==> src/rtl/regfile_pkg.sv <==
// Shared widths, register-file constants and the write-port arbiter state type.
package regfile_pkg;

  localparam int ADDR_W   = 5;
  localparam int DATA_W   = 32;
  localparam int NUM_REGS = 32;
  localparam int ZERO_REG = 0;

  typedef enum logic [1:0] {
    IDLE  = 2'd0,
    WAIT  = 2'd1,
    FORCE = 2'd2
  } arb_state_e;

endpackage

==> src/rtl/regfile_scoreboard.sv <==
// Pending-write scoreboard for multi-cycle destinations: one bit per register,
// with two read-hazard lookups and one write-after-write lookup.
module regfile_scoreboard
  import regfile_pkg::*;
#(
  parameter int ADDR_W = regfile_pkg::ADDR_W
) (
  input  logic              clk_i,
  input  logic              n_rst_i,
  input  logic              set_i,
  input  logic [ADDR_W-1:0] set_addr_i,
  input  logic              clr_i,
  input  logic [ADDR_W-1:0] clr_addr_i,
  input  logic [ADDR_W-1:0] rd1_addr_i,
  input  logic [ADDR_W-1:0] rd2_addr_i,
  input  logic [ADDR_W-1:0] waw_addr_i,
  output logic              rd1_hit_o,
  output logic              rd2_hit_o,
  output logic              waw_hit_o
);

  localparam int NUM = 2 ** ADDR_W;

  logic [NUM-1:0] pending_q;
  logic [NUM-1:0] pending_d;

  // Set is applied after clear so a same-edge issue keeps the bit pending;
  // the zero register is hardwired and never tracked.
  always_comb begin
    pending_d = pending_q;
    if (clr_i) pending_d[clr_addr_i] = 1'b0;
    if (set_i && (set_addr_i != ADDR_W'(ZERO_REG))) pending_d[set_addr_i] = 1'b1;
  end

  always_ff @(posedge clk_i or negedge n_rst_i) begin
    if (!n_rst_i) pending_q <= '0;
    else          pending_q <= pending_d;
  end

  assign rd1_hit_o = pending_q[rd1_addr_i];
  assign rd2_hit_o = pending_q[rd2_addr_i];
  assign waw_hit_o = pending_q[waw_addr_i];

endmodule

==> src/rtl/regfile_write_arbiter.sv <==
// Shares the register-file write port between pipeline write-back (A, fixed
// priority) and a multi-cycle unit (B, valid/ready), with starvation relief.
module regfile_write_arbiter #(
  parameter int STARVE_LIMIT = 8,
  parameter int ADDR_W       = regfile_pkg::ADDR_W,
  parameter int DATA_W       = regfile_pkg::DATA_W
) (
  input  logic              clk_i,
  input  logic              n_rst_i,
  input  logic              a_valid_i,
  input  logic [ADDR_W-1:0] a_address_i,
  input  logic [DATA_W-1:0] a_data_i,
  input  logic              b_valid_i,
  input  logic [ADDR_W-1:0] b_address_i,
  input  logic [DATA_W-1:0] b_data_i,
  output logic              b_ready_o,
  input  logic              issue_i,
  input  logic [ADDR_W-1:0] issue_address_i,
  input  logic [ADDR_W-1:0] read_address1_i,
  input  logic [ADDR_W-1:0] read_address2_i,
  output logic              stall_o,
  output logic [ADDR_W-1:0] write_address_o,
  output logic [DATA_W-1:0] write_data_o,
  output logic              ctrl_reg_write_o,
  output logic              error_o
);
  import regfile_pkg::*;

  localparam int CNT_W = $clog2(STARVE_LIMIT + 1);

  arb_state_e        state_q, state_d;
  logic [CNT_W-1:0]  cnt_q, cnt_d;
  logic              error_q, error_d;
  logic              wr_en_q, wr_en_d;
  logic              wr_from_b_q, wr_from_b_d;
  logic [ADDR_W-1:0] wr_addr_q, wr_addr_d;
  logic [DATA_W-1:0] wr_data_q, wr_data_d;

  logic              b_grant;
  logic              rd1_hit, rd2_hit, waw_hit;

  // B is never granted while in reset so no handshake completes that would be lost.
  assign b_grant   = n_rst_i & b_valid_i & ~a_valid_i;
  assign b_ready_o = b_grant;

  always_comb begin
    wr_en_d     = 1'b0;
    wr_from_b_d = 1'b0;
    wr_addr_d   = wr_addr_q;
    wr_data_d   = wr_data_q;
    if (a_valid_i) begin
      wr_addr_d = a_address_i;
      wr_data_d = a_data_i;
      wr_en_d   = (a_address_i != ADDR_W'(ZERO_REG));
    end else if (b_grant) begin
      wr_addr_d   = b_address_i;
      wr_data_d   = b_data_i;
      wr_en_d     = (b_address_i != ADDR_W'(ZERO_REG));
      wr_from_b_d = 1'b1;
    end
  end

  // Starvation tracking: cnt counts consecutive refused B cycles.
  always_comb begin
    state_d = state_q;
    cnt_d   = cnt_q;
    error_d = error_q | ((state_q == FORCE) & a_valid_i);
    case (state_q)
      IDLE: begin
        if (b_valid_i && a_valid_i) begin
          cnt_d   = CNT_W'(1);
          state_d = (STARVE_LIMIT <= 1) ? FORCE : WAIT;
        end
      end
      WAIT: begin
        if (b_grant || !b_valid_i) begin
          state_d = IDLE;
          cnt_d   = '0;
        end else begin
          cnt_d = cnt_q + CNT_W'(1);
          if (cnt_q + CNT_W'(1) == CNT_W'(STARVE_LIMIT)) state_d = FORCE;
        end
      end
      FORCE: begin
        if (b_grant || !b_valid_i) begin
          state_d = IDLE;
          cnt_d   = '0;
        end
      end
      default: begin
        state_d = IDLE;
        cnt_d   = '0;
      end
    endcase
  end

  always_ff @(posedge clk_i or negedge n_rst_i) begin
    if (!n_rst_i) begin
      state_q     <= IDLE;
      cnt_q       <= '0;
      error_q     <= 1'b0;
      wr_en_q     <= 1'b0;
      wr_from_b_q <= 1'b0;
      wr_addr_q   <= '0;
      wr_data_q   <= '0;
    end else begin
      state_q     <= state_d;
      cnt_q       <= cnt_d;
      error_q     <= error_d;
      wr_en_q     <= wr_en_d;
      wr_from_b_q <= wr_from_b_d;
      wr_addr_q   <= wr_addr_d;
      wr_data_q   <= wr_data_d;
    end
  end

  regfile_scoreboard #(
    .ADDR_W (ADDR_W)
  ) u_scoreboard (
    .clk_i      (clk_i),
    .n_rst_i    (n_rst_i),
    .set_i      (issue_i),
    .set_addr_i (issue_address_i),
    .clr_i      (wr_en_q & wr_from_b_q),
    .clr_addr_i (wr_addr_q),
    .rd1_addr_i (read_address1_i),
    .rd2_addr_i (read_address2_i),
    .waw_addr_i (issue_address_i),
    .rd1_hit_o  (rd1_hit),
    .rd2_hit_o  (rd2_hit),
    .waw_hit_o  (waw_hit)
  );

  assign stall_o          = rd1_hit | rd2_hit | (issue_i & waw_hit) | (state_q == FORCE);
  assign write_address_o  = wr_addr_q;
  assign write_data_o     = wr_data_q;
  assign ctrl_reg_write_o = wr_en_q;
  assign error_o          = error_q;

endmodule

==> config.mk <==
export PLATFORM = sky130hd
export DESIGN_NAME = regfile_write_arbiter
export DESIGN_NICKNAME = d
export VERILOG_FILES = /design/src/rtl/regfile_pkg.sv /design/src/rtl/regfile_scoreboard.sv /design/src/rtl/regfile_write_arbiter.sv
export SDC_FILE = /design/constraint.sdc
export NUM_CORES = 1
export LEC_CHECK = 0
export CORE_AREA = 2 2 102 153
export CTS_CLUSTER_SIZE = 10
export DETAILED_ROUTE_END_ITERATION = 10
export DIE_AREA = 0 0 104 155
export HOLD_SLACK_MARGIN = 0.05
export MAX_ROUTING_LAYER = met4
export SLEW_MARGIN = 40
export SYNTH_ARGS = -nofsm -noshare
export SYNTH_HDL_FRONTEND = slang
export SYNTH_SLANG_ARGS = --single-unit
==> constraint.sdc <==
create_clock -name clk_i -period 6.8 [get_ports clk_i]
set_input_delay 1.36 -clock clk_i [delete_from_list [all_inputs] [get_ports clk_i]]
set_output_delay 1.36 -clock clk_i [all_outputs]
set_load 0.1 [all_outputs]
# Word-level counts from Yosys, hierarchy flattened
# Cells that the tools add are included.
[word_totals]
ff_bits = 78
input_bits = 94
output_inout_bits = 41
elab_cells = 76
[classes]
n_addsub = 1
order_cmp = 6
eq_ne = 6
muxes = 29
n_bitwise = 13
reduce_logical = 13
[ops]
columns = ["op", "count"]
rows = [
  ["32-bit 2-to-1 mux", 4],
  ["32-bit bitwise AND", 1],
  ["32-bit NOT", 1],
  ["32-bit OR", 1],
  ["5-bit by 6-bit < comparator with 1-bit output (second input constant)", 4],
  ["1-bit binary-select mux with 5-bit select", 3],
  ["5-bit nonzero test", 3],
  ["4-bit 2-to-1 mux", 3],
  ["4-bit case mux with 3 select lines", 1],
  ["1-bit demux with 5-bit select", 2],
  ["5-bit by 1-bit greater-or-equal comparator with 1-bit output (second input constant)", 2],
  ["5-bit 2-to-1 mux", 2],
  ["1-bit 2-to-1 mux", 9],
  ["2-bit 2-to-1 mux", 4],
  ["2-bit case mux with 3 select lines", 1],
  ["1-bit bitwise AND", 5],
  ["4-bit by 1-bit adder with 4-bit output (second input constant)", 1],
  ["4-bit equality test (second input constant)", 1],
  ["1-bit logical AND", 4],
  ["1-bit OR", 4],
  ["3-bit inequality test (second input constant)", 1],
  ["3-bit AND reduction", 1],
  ["2-bit by 1-bit equality test with 1-bit output (second input constant)", 1],
  ["2-bit equality test (second input constant)", 1],
  ["8 further kinds", 8],
]

# Depth between registers and ports, before layout
# Gate-level depths: netlist of the first run.
[depth]
ltp_word = 9
depth_mapped = 7
ltp_nobuf = 5

# Cells and area by module
# A second synthesis of the first run with hierarchy kept.
[hier_totals]
cells_unflattened = 453
area_unflattened_um2 = 4445.5
[modules_own_cells]
columns = ["module", "instances", "cells_each", "area_each_um2", "seq_area_each_um2"]
rows = [
  ["regfile_scoreboard", 1, 247, 2270.9, 800.8],
  ["regfile_write_arbiter", 1, 206, 2174.6, 1151.1],
]

# Least setup slack after synthesis of the first run
# OpenSTA, ideal clock, no wires.
[synth_path]
kind = "in2out"
start = "in read_address2_i[1]"
end = "out stall_o"
arrival_time_ns = 3.294
t_required_ns = 5.440
setup_slack_ns = 2.146
stages = 6
path_buffers = 1
cell_sequence = "clkbuf_1 > mux4_2 > mux2_2 > nand3_1 > o31ai_1 > a2111o_1"
[synth_between]
elab_chain_len = 5
[synth_rtl]
columns = ["item", "line_no", "text"]
rows = [
  ["start, declared", "regfile_write_arbiter.sv:20", "input logic [ADDR_W-1:0] read_address2_i,"],
  ["1-bit binary-select mux with 5-bit select", "regfile_scoreboard.sv:41", "assign rd2_hit_o = pending_q[rd2_addr_i];"],
  ["1-bit 2-to-1 mux (not written as such)", "regfile_scoreboard.sv:41", ""],
  ["1-bit OR (3 in a row)", "regfile_write_arbiter.sv:134", "assign stall_o = rd1_hit | rd2_hit | (issue_i & waw_hit) | (state_q == FORCE);"],
  ["end, declared", "regfile_write_arbiter.sv:21", "output logic stall_o,"],
]
# Every way passes these cells. The select of a mux whose other input is x is not followed.

# Worst setup path after layout of the first run
[layout_path]
start = "in issue_address_i[0]"
end = "out stall_o"
[layout_between]
elab_chain_len = 5
[layout_rtl]
columns = ["item", "line_no", "text"]
rows = [
  ["start, declared", "regfile_write_arbiter.sv:18", "input logic [ADDR_W-1:0] issue_address_i,"],
  ["1-bit binary-select mux with 5-bit select", "regfile_scoreboard.sv:42", "assign waw_hit_o = pending_q[waw_addr_i];"],
  ["1-bit 2-to-1 mux (not written as such)", "regfile_scoreboard.sv:42", ""],
  ["1-bit bitwise AND", "regfile_write_arbiter.sv:134", ""],
  ["1-bit OR (2 in a row)", "regfile_write_arbiter.sv:134", ""],
]
# Every way passes these cells. The select of a mux whose other input is x is not followed.

==> impl_metrics.json, run 1 <==
{
  "cp_top_family": "buffers and inverters",
  "die_h_um": 155,
  "pin_count": 135,
  "r2r-end": "u_scoreboard.pending_q[19]",
  "routed_wirelength_um": 12600,
  "skew_ns": 0.00694,
  "n_antenna_cell": 0,
  "yosysSeqAreaShare": 0.451,
  "required_ns": 5.44,
  "syn-num-nets": 513,
  "drt_first_iter_violations": 199,
  "postCtsResizedCells": 0,
  "hold_viol_final": 0,
  "critical_path_class": "in2out",
  "maxCapViolCount": 0,
  "layout_setup_ws_ns": 1.38,
  "die-area_mm2": 0.0161,
  "holdBufCountCts": 0,
  "gp_congestion": 0.881,
  "core_mm2": 0.0149,
  "slowest_delay_ns": 0.97,
  "min_period_over_period": 0.797,
  "stdcell_area_mm2": 0.00590,
  "slew_viol_final": 0,
  "synth_flop_cell": "dfrtp_1",
  "initial_core_util": 0.291,
  "grt_usage": 0.162,
  "syn-cell-area_mm2": 0.00433,
  "r2r_cells": 3,
  "cts_buffers": 9,
  "post-place-ws_ns": 1.40,
  "wl_per_cell_um": 17.1,
  "drtAntennaViolNets": 0,
  "cp.depth": 7,
  "synth-seq-cells": 78,
  "htreeDepth": 3,
  "antenna_found_initial": 0,
  "placed_area_mm2": 0.00561,
  "final_cells": 741,
  "cts.clk_slew.worst_paths_ns": 0.05,
  "min_period_ns": 5.42,
  "setup_viol": 0,
  "die_w_um": 104,
  "syn_inst": 418,
  "r2r_start": "write_address_o[4]",
  "endpoint_kind": "output port",
  "static-leakage-power_nw": 2.45,
  "drive_gt1_frac": 0.138,
  "path_buf_inv": 2,
  "grt_pass1_wl_um": 20300,
  "drt_first_pass_iters": 4,
  "root_buffer": "clkbuf_16",
  "tritoncts": "yes",
  "synth_edf_count": 0,
  "final_common_cell": "o21ai_0",
  "first_global_vias": 3956,
  "final_cell_mix": "o21ai_0, clkdlybuf4s50_1, dfrtp_1",
  "fmax_mhz": 184,
  "critPathArrivalTime_ns": 4.06,
  "synth.distinct_cells": 42,
  "drc": 0,
  "vias": 3831,
  "dpl.cell_count": 725,
  "clockBufferDepth": 2,
  "worstMarginPinSlew_ns": 0.766,
  "rsz0062_at_grt": "no",
  "whs_path_depth": 1,
  "r2r_slack_ns": 5.23,
  "path_max_fanout": 16,
  "crit_path_end": "stall_o",
  "via_per_inst": 5.17,
  "grt_max_degree": 82,
  "syn_to_final_growth_pct": 36.5,
  "post_cts_buffers": 0,
  "syn_avg_cell_area_um2": 10.3,
  "overflow": 0,
  "portBuffers": 134,
  "max_slew_margin": 0.488,
  "clk_latency_ns": 0.33,
  "finalSetupTns_ns": 0,
  "outcome": "finished, final reports clean",
  "hold_class": "reg2reg",
  "clock-sinks": 78,
  "ir_drop_v": 0.000131,
  "rows": 55,
  "start_kind": "primary input",
  "ys_warn_count": 0,
  "ys_async_sr_fraction": 1.00,
  "dp_hpwl_um": 9410,
  "worst_path_max_delay_cell": "clkdlybuf4s50_1",
  "startpoint": "issue_address_i[0]",
  "cellPowerDensity_mw_per_mm2": 252,
  "final_nets": 632,
  "path_cells": "clkdlybuf4s50_1, mux4_2, nor3b_1, a31oi_1, o221ai_1, a2111o_1, buf_4"
}
==> sequential cells by signal, indices dropped and copies added, names as in the netlist <==
| name | flops |
|---|---|
| u_scoreboard.pending_q | 32 |
| write_data_o | 32 |
| write_address_o | 5 |
| cnt_q | 4 |
| state_q | 2 |
| ctrl_reg_write_o | 1 |
| error_o | 1 |
| wr_from_b_q | 1 |
==> kinds of logic after synthesis <==
logic type | synth area share
multiplexers | 0.235
AND/OR/NAND/NOR | 0.108
AO/OA/AOI/OAI | 0.166
buffers and inverters | 0.0315
XOR/XNOR | 0.00405
flip-flops | 0.451
adder cells (fa/ha/maj) | 0.00289
==> final cells by class <==
class	instances	area, um2
clock buffers	11	233
clock inverters	5	58.8
fillers	1508	8960
inverters	4	15.0
multi-input cells	307	2240
flip-flops and latches	78	1950
well taps	199	249
repair buffers	137	1160
==> power by group <==
| part | internal [W] | total [W] | switching [W] |
|---|---|---|---|
| registers | 0.000516 | 0.000578 | 0.0000619 |
| clock network | 0.000285 | 0.000470 | 0.000185 |
| logic | 0.000149 | 0.000438 | 0.000289 |
==> metal layers <==
metal,vias to the layer above,global-route usage,part of all wire
met1,1855,0.185,0.40
met3,24,0.0348,0.057
met5,-,-,0
met4,0,0.0656,0.022
met2,159,0.277,0.52
li1,1793,-,-
==> synth_stat cells (4+ instances only) <==
| library cell | instances | share of area |
|---|---|---|
| mux4_2 | 10 | 0.052 |
| nand3_1 | 9 | 0.010 |
| dfrtp_1 | 78 | 0.45 |
| mux4_1 | 8 | 0.049 |
| mux2i_1 | 56 | 0.13 |
| nand2b_1 | 6 | 0.0087 |
| nand3b_1 | 7 | 0.012 |
| nor2_1 | 11 | 0.0095 |
| buf_2 | 4 | 0.0046 |
| or3_1 | 4 | 0.0058 |
| buf_1 | 4 | 0.0035 |
| o21ai_0 | 107 | 0.12 |
| nand2_1 | 48 | 0.042 |
| clkbuf_1 | 20 | 0.017 |
| o22ai_1 | 4 | 0.0058 |
| inv_1 | 4 | 0.0035 |
==> stage by stage <==
step	hold WS [ns]	util	total power, W
finish	0.480	0.397	0.00149
global route	0.489	0.397	0.00156
CTS	0.472	0.397	0.00150
detailed placement	0.449	0.378	0.00103
global placement	0.441	0.391	0.00104
floorplan	0.464	-	0.000881
==> worst register-to-register path, stage by stage, from the launching register on <==
cell and delay (ns):
dfrtp_1 0.56, or3b_2 0.52, o21ai_0 0.19, o21ai_0 0.15
==> worst min-delay path by stage <==
stage | start | endpoint | slack (ns)
final | error_o | error_o | 0.48
after global routing | error_o | error_o | 0.49
after CTS | error_o | error_o | 0.47
after detailed placement | error_o | error_o | 0.45
after global placement | error_o | error_o | 0.44
after floorplan | cnt_q[2] | cnt_q[2] | 0.46
No activity file was read; power rests on OpenSTA's default activity.
==> inputs of run 2 (changes only) <==
==> constraint.sdc (replaced) <==
create_clock -name clk_i -period 5.45 [get_ports clk_i]
set_input_delay 1.09 -clock clk_i [delete_from_list [all_inputs] [get_ports clk_i]]
set_output_delay 1.09 -clock clk_i [all_outputs]
set_load 0.1 [all_outputs]
==> run 2 against run 1 <==
- combinational power is 25% higher
- via count is 0.91% higher
- sequential share of layout area is 0.32 points lower
- critical path type unchanged
- worst setup slack worse by 0.59 ns
- wire length is 0.16% lower
- clock power is 38% higher
- non-clock buffer count is 1 higher
- clock skew is 0.0013 ns lower
- highest routed layer unchanged
- sequential cell count stayed put
- worst hold slack worse by 0.0021 ns
- cell count is 0.13% higher
- critical endpoint unchanged
==> impl_metrics.json, run 2 (synthesis results as in run 1) <==
{
  "start_kind": "primary input",
  "n_antenna_cell": 0,
  "drc": 0,
  "first_global_vias": 4027,
  "overflow": 0,
  "static-leakage-power_nw": 2.47,
  "setup_viol": 0,
  "ir_drop_v": 0.000146,
  "max_slew_margin": 0.528,
  "placed_area_mm2": 0.00564,
  "drt_first_pass_iters": 5,
  "grt_pass1_wl_um": 20400,
  "post_cts_buffers": 0,
  "path_max_fanout": 8,
  "finalSetupTns_ns": 0,
  "die_w_um": 104,
  "drt_first_iter_violations": 159,
  "final_cell_mix": "o21ai_0, clkdlybuf4s50_1, dfrtp_1",
  "grt_max_degree": 82,
  "gp_congestion": 0.922,
  "vias": 3866,
  "clock-sinks": 78,
  "cellPowerDensity_mw_per_mm2": 321,
  "final_util": 0.401,
  "rsz0062_at_grt": "no",
  "critical_path_class": "in2out",
  "wl_per_cell_um": 17.0,
  "worstHoldStart": "error_o",
  "whs_path_depth": 1,
  "r2r_cells": 5,
  "cts_buffers": 9,
  "whs_ns": 0.478,
  "fmax_mhz": 215,
  "final_nets": 633,
  "via_per_inst": 5.21,
  "hold_viol_final": 0,
  "routed_wirelength_um": 12600,
  "clockBufferDepth": 2,
  "layout_setup_ws_ns": 0.788,
  "skew_ns": 0.00560,
  "syn_to_final_growth_pct": 37.8,
  "final_common_cell": "o21ai_0",
  "die-area_mm2": 0.0161,
  "endpoint_kind": "output port",
  "grt_usage": 0.164,
  "r2r_start": "state_q[1]",
  "die_h_um": 155,
  "critPathArrivalTime_ns": 3.57,
  "slew_viol_final": 0,
  "stdcell_area_mm2": 0.00596,
  "r2r-end": "cnt_q[2]",
  "dp_hpwl_um": 9420,
  "hold_class": "reg2reg",
  "antenna_found_initial": 0,
  "holdBufCountCts": 0,
  "min_period_over_period": 0.855,
  "cts.clk_slew.worst_paths_ns": 0.06,
  "worstMarginPinSlew_ns": 0.707,
  "r2r_slack_ns": 3.97,
  "drive_gt1_frac": 0.142,
  "required_ns": 4.36,
  "outcome": "finished, final reports clean",
  "portBuffers": 134,
  "rows": 55,
  "postCtsResizedCells": 0,
  "worstHoldEndpoint": "error_o",
  "htreeDepth": 3,
  "tritoncts": "yes",
  "drtAntennaViolNets": 0,
  "min_period_ns": 4.66,
  "post-place-ws_ns": 0.790,
  "clk_latency_ns": 0.33,
  "maxCapViolCount": 0,
  "core_mm2": 0.0149,
  "initial_core_util": 0.291,
  "pin_count": 135,
  "root_buffer": "clkbuf_16",
  "num-fill-cells": 1501
}
[run 2: layout make-up]
class | instances | area (um2) | share of cell area
clock buffers | 11 | 243 | 0.0407
clock inverters | 5 | 82.6 | 0.0139
inverters | 4 | 15.0 | 0.00252
multi-input cells | 307 | 2240 | 0.376
flip-flops and latches | 78 | 1950 | 0.327
well taps | 199 | 249 | 0.0418
repair buffers | 138 | 1180 | 0.198
[run 2: power by group]
group          leakage [nW]  switching [W]  total [W]  internal [W]
logic                  1.46       0.000359   0.000546      0.000187
clock network         0.148       0.000234   0.000648      0.000414
registers             0.863      0.0000780   0.000722      0.000644
[run 2: layer usage]
layer	wire (um)	GRT usage	share of wire
met5	0	-	0
met3	812	0.0352	0.064
met4	427	0.0875	0.034
met2	6300	0.267	0.50
met1	5070	0.190	0.40
[run 2: how the worst max path moves through the flow]
stage                       start  endpoint  slack [ns]  cells after the start
5_1_grt        issue_address_i[0]   stall_o        0.62                      8
4_1_cts        read_address1_i[1]   stall_o        0.78                      7
3_5_place_dp   read_address1_i[1]   stall_o        0.79                      7
6_report       read_address1_i[1]   stall_o        0.79                      7
3_3_place_gp   issue_address_i[0]   stall_o        0.85                      7
2_1_floorplan  read_address2_i[1]   stall_o        1.34                      6
[run 2: worst max-delay path: stages]
cell,delay [ns]
clkdlybuf4s50_1,0.72
mux4_1,0.63
mux2i_1,0.16
mux2i_1,0.08
mux2_2,0.27
a2111o_1,0.43
buf_12,0.18
[run 2: stage by stage]
| stage | total power [W] | std cells |
|---|---|---|
| 2_1_floorplan | 0.00110 | 418 |
| 6_report | 0.00192 | 742 |
| 3_3_place_gp | 0.00130 | 726 |
| 3_5_place_dp | 0.00128 | 726 |
| 5_1_grt | 0.00201 | 742 |
| 4_1_cts | 0.00194 | 742 |
==> RTL change: new RTL, settings of run 2 <==
Re-encode `arb_state_e` (3 states) as one-hot, 3 bits wide.
--- a/src/rtl/regfile_pkg.sv
+++ b/src/rtl/regfile_pkg.sv
@@ -8,6 +8,6 @@
 
-  typedef enum logic [1:0] {
-    IDLE  = 2'd0,
-    WAIT  = 2'd1,
-    FORCE = 2'd2
+  typedef enum logic [2:0] {
+    IDLE  = 3'b001,
+    WAIT  = 3'b010,
+    FORCE = 3'b100
   } arb_state_e;
Formal check against the unedited RTL: same outputs for any inputs over 4 cycles, from zero or initial values and one cycle with n_rst_i low; so few cycles prove little.
==> RTL change against run 2 <==
Design area grew 1.7%. Register-to-register slack lost 320 ps. Setup slack lost 130 ps. Area after synthesis grew 2.5%. Via count grew 1.5%. Sequential cell count grew 1. Synthesized cell count grew 2.2%. First-iteration DRC count grew 13%. Wire length grew 4.7%. Total power shrank 1.5%. Sequential power shrank 0.6%. Combinational power shrank 3%.
==> RTL change: results (changes against run 2) <==
outcome -> completed
worst vdd ir -> 0.000177 V (+21%)
critical path fanouts, max -> 8 (unchanged)
Synth cell types -> 48 (+14%)
Critical Path AT -> 3710 ps (+140 ps)
initial antenna violation count -> 0 (unchanged)
crit path from -> read_address1_i[1]
worst hold start -> error_o$_DFF_PN0_
CTS Buffer Depth -> 2 (unchanged)
LEAKAGE -> 0.00253 uW (+2.4%)
Worst-Skew Late Latency -> 340 ps
Post-synth top cells -> o21ai_0 (104), dfrtp_1 (78), mux2i_1 (55), nand2_1 (52), clkbuf_1 (18)
reg2reg start -> state_q[2]$_DFFE_PN0P_
Primary FF master, synth -> dfrtp_1
clk_skew -> 12.8 ps (+7.17 ps)
post-synthesis compound-gate area fraction -> 15.9% (-0.74 points)
Detailed Routing Iterations Pass 1 -> 5 (unchanged)
Async SR Flop Fraction -> 100% (unchanged)
Adder-Cell Fraction of Synth Area -> 0.282% (-0.0069 points)
clk root buf -> clkbuf_16
layout cells sized above 1 -> 15.2% (+0.98 points)
vias in the first global route -> 4037 (+0.25%)
gr usage total -> 17.1% (+0.69 points)
Fin Hold WS -> 479 ps (+1.53 ps)
Setup Fix Bufs, Post-CTS -> 0 (unchanged)
WL per Instance -> 17.5 um (+3.1%)
delay of the slowest critical-path stage -> 730 ps
Worst Hold End -> error_o$_DFF_PN0_
Port-buffer cells -> 134 (unchanged)
CTS clk-pin slew, worst paths -> 60 ps (about the same)
Final Net Count -> 644 (+1.7%)
TritonCTS buffer count -> 9 (unchanged)
Post-DP HPWL -> 9.99 mm (+6.1%)
htree depth -> 3 (unchanged)
Post-CTS Resized -> 0 (unchanged)
R2R setup slack -> 3650 ps (-320 ps)
first-pass GRT wire length -> 20.9 mm (+2.5%)
largest net degree at the start of global routing -> 81 (-1.2%)
GP Congestion -> 0.894 (-3.0%)
syn nets -> 522 (+1.8%)
HP Class -> reg -> reg
xor-xnor portion of the synthesized cell area -> 0.395% (-0.0097 points)
worst slew pin tran -> 709 ps (+1.99 ps)
critical path endpoint -> stall_o
Iter 0 DRT Violations -> 180 (+13%)
synth top area cells -> dfrtp_1 (44%), mux2i_1 (12%), o21ai_0 (12%)
placed inst area -> 5740 um2 (+1.9%)
Hold Crit Depth -> 1 (unchanged)
register area share after synthesis -> 44.6% (-0.49 points)
slowest CP cell -> clkdlybuf4s50_1
cells on worst reg2reg path -> 5 (unchanged)
r2r endpoint -> cnt_q[3]$_DFFE_PN0P_
TNS Setup -> 0 ps (unchanged)
antenna cell count -> 0 (unchanged)
Ys Warns -> 0 (unchanged)
mux contribution to synthesized area -> 22.2% (-1.3 points)
row count -> 55 (unchanged)
vias per std cell -> 5.21 (about the same)
-- RTL change: cell count changes after synthesis, moves of 3 or more --
cell | before | now
nand2_1 | 48 | 52
nor3_1 | 0 | 3
o21ai_0 | 107 | 104
nor2b_1 | 1 | 4
or2_2 | 0 | 3
nand3_1 | 9 | 5
-- RTL change: cells by family after synthesis --
| kind of cell | count (synthesis) |
|---|---|
| AOI/OAI and AO/OA | 127 |
| xor gates and xnor gates | 2 |
| adders and majority gates | 1 |
| buffers and inverters | 29 |
| DFF | 79 |
| muxes | 74 |
| and+or+nand+nor | 115 |
-- RTL change: metal layers --
metal	share of wire (%)	vias up	track usage, %
met5	0	-	-
met4	2.1	0	6.44
met3	5.8	25	3.02
met2	55	187	32.3
met1	37	1871	17.5
li1	-	1840	-
-- RTL change: through the flow --
step	cells	utilization [%]	setup WS, ps
final	753	40.8	655
after global routing	753	40.8	533
after CTS	753	40.8	644
after detailed placement	737	38.6	657
after global placement	737	39.9	671
after floorplan	427	-	1260
-- RTL change: critical path, delay by kind of cell --
| family | cells | cell delay (ps) |
|---|---|---|
| buffers and inverters | 2 | 910 |
| multiplexers | 2 | 760 |
| AND/OR/NAND/NOR | 2 | 590 |
| AO/OA/AOI/OAI | 1 | 350 |
-- RTL change: area by class of cell --
cell class / count / area (um2)
Clock inverter: 7 / 95.1
Tap cell: 199 / 249
Timing Repair Buffer: 138 / 1180
Multi-Input combinational cell: 319 / 2330
Inverter: 2 / 7.51
Clock buffer: 9 / 225
Sequential cell: 79 / 1980
Fill cell: 1495 / 8800
-- RTL change: report_power, final --
part	internal (uW)	switching, uW	total, uW
registers	648	70.4	718
clock network	370	270	641
logic	177	352	529
total	1200	693	1890
